**config.mk**
```make
export PLATFORM = sky130hd
export DESIGN_NAME = hazard_stall_ctrl
export DESIGN_NICKNAME = d
export VERILOG_FILES = /design/src/rtl/hazard_pkg.sv /design/src/rtl/load_use_detect.sv /design/src/rtl/hazard_stall_ctrl.sv
export SDC_FILE = /design/constraint.sdc
export NUM_CORES = 1
export LEC_CHECK = 0
export CAP_MARGIN = 20
export CORE_MARGIN = 2
export CORE_UTILIZATION = 53
export CTS_CLUSTER_DIAMETER = 200
export CTS_CLUSTER_SIZE = 14
export DETAILED_ROUTE_END_ITERATION = 6
export PLACE_DENSITY_LB_ADDON = 0.12
export SLEW_MARGIN = 20
export SYNTH_ARGS = -nofsm -noshare
export SYNTH_HDL_FRONTEND = slang
export SYNTH_HIERARCHICAL = 1
export SYNTH_SLANG_ARGS = --single-unit
```
**constraint.sdc**
```tcl
create_clock -name in_clk -period 12.6 [get_ports in_clk]
set_clock_uncertainty 0.15 [all_clocks]
set_input_delay 3.78 -clock in_clk [delete_from_list [all_inputs] [get_ports in_clk]]
set_output_delay 3.78 -clock in_clk [all_outputs]
set_load 0.005 [all_outputs]
```
**src/rtl/hazard_pkg.sv**
```systemverilog
// Shared types for the pipeline hazard/stall controller:
// FSM states, hazard classes and the per-cycle priority encoder.
package hazard_pkg;

    typedef enum logic {
        ST_RUN      = 1'b0,
        ST_MDU_WAIT = 1'b1
    } state_t;

    typedef enum logic [2:0] {
        HZ_NONE      = 3'd0,
        HZ_LOADUSE   = 3'd1,
        HZ_MDU_STALL = 3'd2,
        HZ_MDU_START = 3'd3,
        HZ_BRANCH    = 3'd4,
        HZ_FREEZE    = 3'd5
    } hazard_t;

    // Highest first: memory freeze, branch, MDU, load-use.
    function automatic hazard_t pick_hazard(
        input logic freeze,
        input logic branch,
        input logic mdu_start,
        input logic mdu_stall,
        input logic load_use
    );
        hazard_t h;
        h = HZ_NONE;
        if (freeze)
            h = HZ_FREEZE;
        else if (branch)
            h = HZ_BRANCH;
        else if (mdu_start)
            h = HZ_MDU_START;
        else if (mdu_stall)
            h = HZ_MDU_STALL;
        else if (load_use)
            h = HZ_LOADUSE;
        return h;
    endfunction

endpackage

```
**src/rtl/load_use_detect.sv**
```systemverilog
// Load-use comparator: a load in EX whose rd feeds
// a source register of the instruction in ID.
module load_use_detect (
    input  logic       memread,
    input  logic [4:0] rd,
    input  logic [4:0] rs1,
    input  logic [4:0] rs2,
    input  logic       uses_rs1,
    input  logic       uses_rs2,
    output logic       hit
);

    logic match1;
    logic match2;

    assign match1 = uses_rs1 && (rd == rs1);
    assign match2 = uses_rs2 && (rd == rs2);
    assign hit    = memread && (rd != 5'd0) && (match1 || match2);

endmodule

```
**src/rtl/hazard_stall_ctrl.sv**
```systemverilog
// Pipeline sequencing controller: stage enables, bubbles and flushes
// for load-use, branch, MDU and data-memory wait hazards.
module hazard_stall_ctrl
    import hazard_pkg::*;
#(
    parameter int MDU_MAX_CYCLES = 64,
    parameter int CNT_W          = 32,
    parameter int TMR_W          = 7
) (
    input  logic             in_clk,
    input  logic             in_rst_n,
    input  logic [4:0]       in_ifid_rs1,
    input  logic [4:0]       in_ifid_rs2,
    input  logic             in_ifid_uses_rs1,
    input  logic             in_ifid_uses_rs2,
    input  logic             in_idex_memread,
    input  logic [4:0]       in_idex_rd,
    input  logic             in_idex_mdu_valid,
    input  logic             in_mdu_done,
    input  logic             in_ex_branch_taken,
    input  logic             in_exmem_memaccess,
    input  logic             in_dmem_ready,
    input  logic             in_stall_cnt_clr,
    output logic             out_pc_write,
    output logic             out_ifid_write,
    output logic             out_ifid_flush,
    output logic             out_idex_write,
    output logic             out_idex_bubble,
    output logic             out_exmem_write,
    output logic             out_exmem_bubble,
    output logic             out_memwb_write,
    output logic             out_mdu_start,
    output logic             out_mdu_timeout,
    output logic [CNT_W-1:0] out_stall_cycles
);

    localparam logic [TMR_W-1:0] TMR_LAST = TMR_W'(MDU_MAX_CYCLES - 1);

    state_t           state;
    state_t           state_nx;
    logic [TMR_W-1:0] timer;
    logic [TMR_W-1:0] timer_nx;
    logic             timeout_set;
    logic             freeze;
    logic             lu_hit;
    logic             in_run;
    logic             at_last;
    hazard_t          hazard;

    load_use_detect u_lud (
        .memread  (in_idex_memread),
        .rd       (in_idex_rd),
        .rs1      (in_ifid_rs1),
        .rs2      (in_ifid_rs2),
        .uses_rs1 (in_ifid_uses_rs1),
        .uses_rs2 (in_ifid_uses_rs2),
        .hit      (lu_hit)
    );

    assign freeze  = in_exmem_memaccess && !in_dmem_ready;
    assign in_run  = (state == ST_RUN);
    assign at_last = (timer == TMR_LAST);

    assign hazard = pick_hazard(
        freeze,
        in_ex_branch_taken,
        in_run && in_idex_mdu_valid,
        !in_run && !in_mdu_done && !at_last,
        in_run && lu_hit
    );

    // Next state: a freeze holds the FSM but the wait timer keeps aging.
    always_comb begin
        state_nx    = state;
        timer_nx    = timer;
        timeout_set = 1'b0;
        case (state)
            ST_RUN: begin
                if (!freeze && !in_ex_branch_taken && in_idex_mdu_valid) begin
                    state_nx = ST_MDU_WAIT;
                    timer_nx = '0;
                end
            end
            ST_MDU_WAIT: begin
                if (freeze) begin
                    if (!at_last)
                        timer_nx = timer + TMR_W'(1);
                end else if (in_mdu_done) begin
                    state_nx = ST_RUN;
                end else if (at_last) begin
                    state_nx    = ST_RUN;
                    timeout_set = 1'b1;
                end else begin
                    timer_nx = timer + TMR_W'(1);
                end
            end
            default: state_nx = ST_RUN;
        endcase
    end

    always_comb begin
        out_pc_write     = 1'b1;
        out_ifid_write   = 1'b1;
        out_ifid_flush   = 1'b0;
        out_idex_write   = 1'b1;
        out_idex_bubble  = 1'b0;
        out_exmem_write  = 1'b1;
        out_exmem_bubble = 1'b0;
        out_memwb_write  = 1'b1;
        out_mdu_start    = 1'b0;
        unique case (hazard)
            HZ_FREEZE: begin
                out_pc_write    = 1'b0;
                out_ifid_write  = 1'b0;
                out_idex_write  = 1'b0;
                out_exmem_write = 1'b0;
                out_memwb_write = 1'b0;
            end
            HZ_BRANCH: begin
                out_ifid_flush  = 1'b1;
                out_idex_bubble = 1'b1;
            end
            HZ_MDU_START, HZ_MDU_STALL: begin
                out_pc_write     = 1'b0;
                out_ifid_write   = 1'b0;
                out_idex_write   = 1'b0;
                out_exmem_bubble = 1'b1;
                out_mdu_start    = (hazard == HZ_MDU_START);
            end
            HZ_LOADUSE: begin
                out_pc_write    = 1'b0;
                out_ifid_write  = 1'b0;
                out_idex_bubble = 1'b1;
            end
            default: ;
        endcase
    end

    always_ff @(posedge in_clk or negedge in_rst_n) begin
        if (!in_rst_n) begin
            state           <= ST_RUN;
            timer           <= '0;
            out_mdu_timeout <= 1'b0;
        end else begin
            state <= state_nx;
            timer <= timer_nx;
            if (timeout_set)
                out_mdu_timeout <= 1'b1;
        end
    end

    always_ff @(posedge in_clk or negedge in_rst_n) begin
        if (!in_rst_n)
            out_stall_cycles <= '0;
        else if (in_stall_cnt_clr)
            out_stall_cycles <= '0;
        else if (!out_pc_write && (out_stall_cycles != '1))
            out_stall_cycles <= out_stall_cycles + CNT_W'(1);
    end

endmodule

```
==> qor.yml, run 1 <==
die_area_um2: 5540
combPwrFrac: 0.156
seqPwrFrac: 0.524
grt_first_pass_wirelength_um: 10000
setup.worst_path.end: "out_pc_write"
clock_sink_count: 41
worstRegToRegCells: 6
areaGrowthSynthToFinish_pct: 28.8
ys_seq_elements: 41
fin_crit_sh: 0.838
avgSynthCellArea_um2: 9.09
start_util: 0.553
hold_viol_final: 0
setup_slack_ns: 2.04
clkTransAtPathRegs_ns: 0.08
grt_pass1_vias: 2250
cts_setup_buffers: 0
synth_edf_count: 0
crit_fanout: 13
die_x_um: 74.4
final_util: 0.712
totalWireLength_um: 6090
cts_buffer_depth: 2
layout_commonest_cell: "clkdlybuf4s50_1"
dp_hpwl_um: 4330
rsz0062_at_grt: "false"
avgViaCountPerCell: 5.90
placeableCoreArea_um2: 4750
synth-warning-count: 6
detail-route-antenna-nets: 0
path_class: "in2out"
arrival_ns: 6.63
die_y_um: 74.4
slew_violations: 0
cp_common_cell: "clkdlybuf4s50_1"
cts-root-buf: "clkbuf_8"
max_cap_violations: 0
worst_path_dominant_cell_family: "buffers and inverters"
grt_overflow_total: 0
grt_max_degree: 42
ys_async_sr_fraction: 1.00
worst-path-buf-inv: 2
row_count: 25
r2r_slack_ns: 9.62
grt_usage: 0.232
worst-path-stages: 9
r2r-end: "out_stall_cycles[31]"
syn_inst: 289
status: "finished, final reports clean"
p_leak_nw: 1.24
ys_seq_area_frac: 0.390
finalNonFillerCells: 417
drive_above_1_share: 0.0686
worstMarginPinSlew_ns: 0.928
dp_cells: 409
wl_per_cell_um: 14.6
drc: 0
place_ws_ns: 2.08
switching_power_mw: 0.0744
first_pass_iters: 7
cts_buffers: 5
holdBufCountCts: 0
antenna_cells: 0
critical_path.startpoint: "in_idex_rd[3]"
layout_common_cells: "clkdlybuf4s50_1, dfrtp_1, a21oi_1"
path_cells: "clkdlybuf4s50_1, xor2_1, nor4_1, nand3_1, a21oi_1, nor3_1, a2111oi_4, nor2_2, clkdlybuf4s50_1"
final_nets: 377
grt_antenna_before_repair: 0
setup-violations-final: 0
sw_frac_of_total: 0.275
syn-num-nets: 317
hold_depth: 1
worst_slew_margin_rel: 0.381
critical_path.max_stage_delay_ns: 0.67
drt_iter0_drc: 124
num_vias: 2462
clock.fmax_ghz: 0.0947
reg2reg_from: "timer[0]"
setup_tns_ns: 0
min_path_type: "reg2reg"
critPathSlowestCell: "a2111oi_4"
end_kind: "output port"
portBuffers: 67
peakVddDrop_mv: 0.0471
clockPowerShare: 0.320
syn_area_um2: 2630
p_per_area_nw_per_um2: 79.9
htreeDepth: 2
yosysUniqueCellTypes: 52
cp.required_ns: 8.67
startpoint_type: "primary input"
gp_congestion: 0.820
hold_slack_ns: 0.326
cts-resized-gates: 0
internal-power_mw: 0.196
cts_tree: "built"
pin_count: 68
ys.flop_type: "dfrtp_1"
period_needed_ns: 10.56
clk_latency_ns: 0.30
[cell families after synthesis]
| kind of cell | after synthesis | synth area share |
|---|---|---|
| compound gates | 82 | 0.210 |
| xor+xnor | 14 | 0.0467 |
| fa+ha+maj | 2 | 0.00952 |
| buf+inv | 27 | 0.0533 |
| flops | 41 | 0.390 |
| mux | 6 | 0.0252 |
| simple gates | 117 | 0.265 |
[cell usage after synthesis (5+ instances only)]
| master | number | share of area |
|---|---|---|
| dfrtp_1 | 41 | 0.39 |
| o21ai_0 | 15 | 0.029 |
| o31ai_1 | 14 | 0.040 |
| xor2_1 | 8 | 0.027 |
| nor2_1 | 18 | 0.026 |
| clkbuf_1 | 6 | 0.0086 |
| or4_1 | 13 | 0.037 |
| buf_4 | 5 | 0.014 |
| or3_1 | 12 | 0.029 |
| nor2b_1 | 6 | 0.014 |
| xnor2_1 | 6 | 0.020 |
| nand3_1 | 17 | 0.032 |
| inv_1 | 10 | 0.014 |
| a21oi_1 | 31 | 0.059 |
| nor3_1 | 6 | 0.011 |
| mux2_1 | 5 | 0.021 |
| nand4_1 | 6 | 0.014 |
| nand2_1 | 15 | 0.021 |
[power by group through the flow]
| stage | clock (mW) | sequential, mW | combinational, mW |
|---|---|---|---|
| final | 0.0864 | 0.142 | 0.0423 |
| after global routing | 0.0941 | 0.142 | 0.0475 |
| after CTS | 0.0886 | 0.142 | 0.0429 |
| after detailed placement | 0 | 0.144 | 0.0427 |
| after global placement | 0 | 0.144 | 0.0412 |
| after floorplan | 0 | 0.142 | 0.0239 |
[how the worst min path moves through the flow]
stage,startpoint,endpoint,slack (ns)
after floorplan,out_mdu_timeout,out_mdu_timeout,0.31
after detailed placement,out_mdu_timeout,out_mdu_timeout,0.31
final,out_mdu_timeout,out_mdu_timeout,0.33
after global placement,out_mdu_timeout,out_mdu_timeout,0.31
after global routing,out_mdu_timeout,out_mdu_timeout,0.36
after CTS,out_mdu_timeout,out_mdu_timeout,0.33
[per-layer routing]
layer  vias to the layer above  global-route usage  routed length [µm]  part of all wire
met5                         -                   0                   0                 0
met4                         0              0.0873                 110             0.018
met3                        10              0.0528                 338             0.056
met2                        79               0.381                2990              0.49
met1                      1166               0.299                2650              0.43
li1                       1207                   -                   -                 -
[layout make-up]
class / count / area, µm²
Multi-Input combinational cell: 221 / 1460
Timing Repair Buffer: 70 / 688
Clock inverter: 3 / 17.5
Tap cell: 67 / 83.8
Sequential cell: 41 / 1030
Fill cell: 401 / 1370
Inverter: 10 / 37.5
Clock buffer: 5 / 68.8
[registers in the layout, indices dropped and copies added, names as in the netlist]
name              cells
timer                 7
out_mdu_timeout       1
state                 1
out_stall_cycles     32
[stage by stage]
step,total power [mW],instance area [µm²]
after floorplan,0.166,2630
after global placement,0.185,3300
after global routing,0.284,3380
after CTS,0.273,3380
final,0.270,3380
after detailed placement,0.187,3300
(Power assumes the default switching activity.)
==> run 2: changes to the inputs <==
CORE_UTILIZATION = 49   (was 53)
clock period = 10.52 ns   (was 12.6 ns; I/O delays follow)
==> qor.yml, run 2 (synthesis results as in run 1) <==
reg_top3: "out_stall_cycles: 32 flops, timer: 7 flops"
setup_slack_ns: 1.26  # -0.774 ns
antenna_cells: 0  # unchanged
place_ws_ns: 1.24  # -0.840 ns
cts_setup_buffers: 0  # unchanged
largest_reg_flops: 32  # unchanged
largest-register: "out_stall_cycles"
final_util: 0.659  # -0.0526
start_util: 0.511  # -0.0414
clkTransAtPathRegs_ns: 0.07  # about the same
grt_usage: 0.214  # -0.0174
totalWireLength_um: 6120  # +0.61%
worstMarginPinSlew_ns: 0.915  # -0.0127 ns
detail-route-antenna-nets: 0  # unchanged
dp_hpwl_um: 4310  # -0.35%
path_class: "in2out"
clock.fmax_ghz: 0.108
htreeDepth: 2  # unchanged
wl_per_cell_um: 14.6  # +0.13%
clock_sink_count: 41  # unchanged
grt_max_degree: 42  # unchanged
path_cells: "clkdlybuf4s50_1, xor2_1, nor4_2, nand3_1, a21oi_1, nor3_1, a2111oi_4, nor2_2, clkdlybuf4s50_1"
fin_crit_sh: 0.880
critical_path.max_stage_delay_ns: 0.67  # about the same
dp_cells: 412  # +0.73%
num_vias: 2463  # +0.041%
holdBufCountCts: 0  # unchanged
finalNonFillerCells: 419  # +0.48%
hold_viol_final: 0  # unchanged
drive_above_1_share: 0.0630  # -0.00553
pin_count: 68  # unchanged
setup-violations-final: 0  # unchanged
cts_buffer_depth: 2  # unchanged
die_area_um2: 5960  # +7.7%
placed_area_um2: 3300  # +0.11%
layout_commonest_cell: "clkdlybuf4s50_1"
die_y_um: 77.2  # +3.8%
regArea_um2: 1030  # unchanged
final_nets: 377  # unchanged
peakVddDrop_mv: 0.0539  # +14%
multi_input_area_um2: 1460  # unchanged
drt_iter0_drc: 246  # +98%
grt_antenna_before_repair: 0  # unchanged
clk_latency_ns: 0.29  # about the same
cts_tree: "built"
cts_buffers: 5  # unchanged
grt_first_pass_wirelength_um: 10600  # +5.6%
cp_common_cell: "clkdlybuf4s50_1"
rsz0062_at_grt: "false"
startpoint_type: "primary input"
period_needed_ns: 9.26
end_kind: "output port"
cts-root-buf: "clkbuf_8"
grt_overflow_total: 0  # unchanged
worst-path-buf-inv: 2  # unchanged
areaGrowthSynthToFinish_pct: 28.9
slew_violations: 0  # unchanged
portBuffers: 67  # unchanged
worst_slew_margin_rel: 0.390  # +0.00847
arrival_ns: 5.95  # -0.68 ns
layout_common_cells: "clkdlybuf4s50_1, dfrtp_1, a21oi_1"
fin_area_um2: 3390  # +0.11%
grt_pass1_vias: 2311  # +2.7%
status: "finished, final reports clean"
p_per_area_nw_per_um2: 95.9  # +20%
p_leak_nw: 1.24  # about the same
die_x_um: 77.2  # +3.8%
placeableCoreArea_um2: 5140  # +8.1%
num-fill-cells: 472  # +18%
setup_tns_ns: 0  # unchanged
crit_fanout: 13  # unchanged
min_path_type: "reg2reg"
power_mw: 0.325  # +20%
max_cap_violations: 0  # unchanged
cp.required_ns: 7.21  # -1.46 ns
worst_path_dominant_cell_family: "buffers and inverters"
drc: 0  # unchanged
hold_slack_ns: 0.331  # +0.00471 ns
critPathSlowestCell: "a2111oi_4"
gp_congestion: 0.784  # -4.3%
cts-resized-gates: 0  # unchanged
row_count: 26  # +4.0%
first_pass_iters: 4  # -3
avgViaCountPerCell: 5.88  # -0.44%
==> run 2: metal layers <==
layer / vias up / global-route usage / share of wire
li1: 1203 / - / -
met1: 1179 / 0.285 / 0.44
met2: 75 / 0.361 / 0.50
met3: 6 / 0.0376 / 0.052
met4: 0 / 0.0554 / 0.0075
met5: - / 0 / 0
==> run 2: report_power, final <==
part	switching, mW	internal (mW)
Combinational	0.0246	0.0255
Clock	0.0528	0.0521
Sequential	0.00690	0.163
Total	0.0843	0.241
==> run 2: layout make-up <==
type	instances	share of cell area
multi-input combinational	221	0.431
sequential	41	0.303
timing repair buffer	70	0.203
inverter	10	0.0111
tap	70	0.0259
clock buffer	7	0.0255
==> run 2: path summary, 6_finish.rpt <==
path | slack (ns) | to | from | depth (start not counted)
min in group asynchronous | 2.83 | out_stall_cycles[26] | in_rst_n | 1
setup reg to reg | 7.55 | out_stall_cycles[31] | timer[0] | 6
hold reg to reg | 0.33 | out_mdu_timeout | out_mdu_timeout | 1
max in group asynchronous | 6.80 | timer[5] | in_rst_n | 1
hold / removal | 0.33 | out_mdu_timeout | out_mdu_timeout | 1
setup / recovery | 1.26 | out_pc_write | in_idex_rd[0] | 9
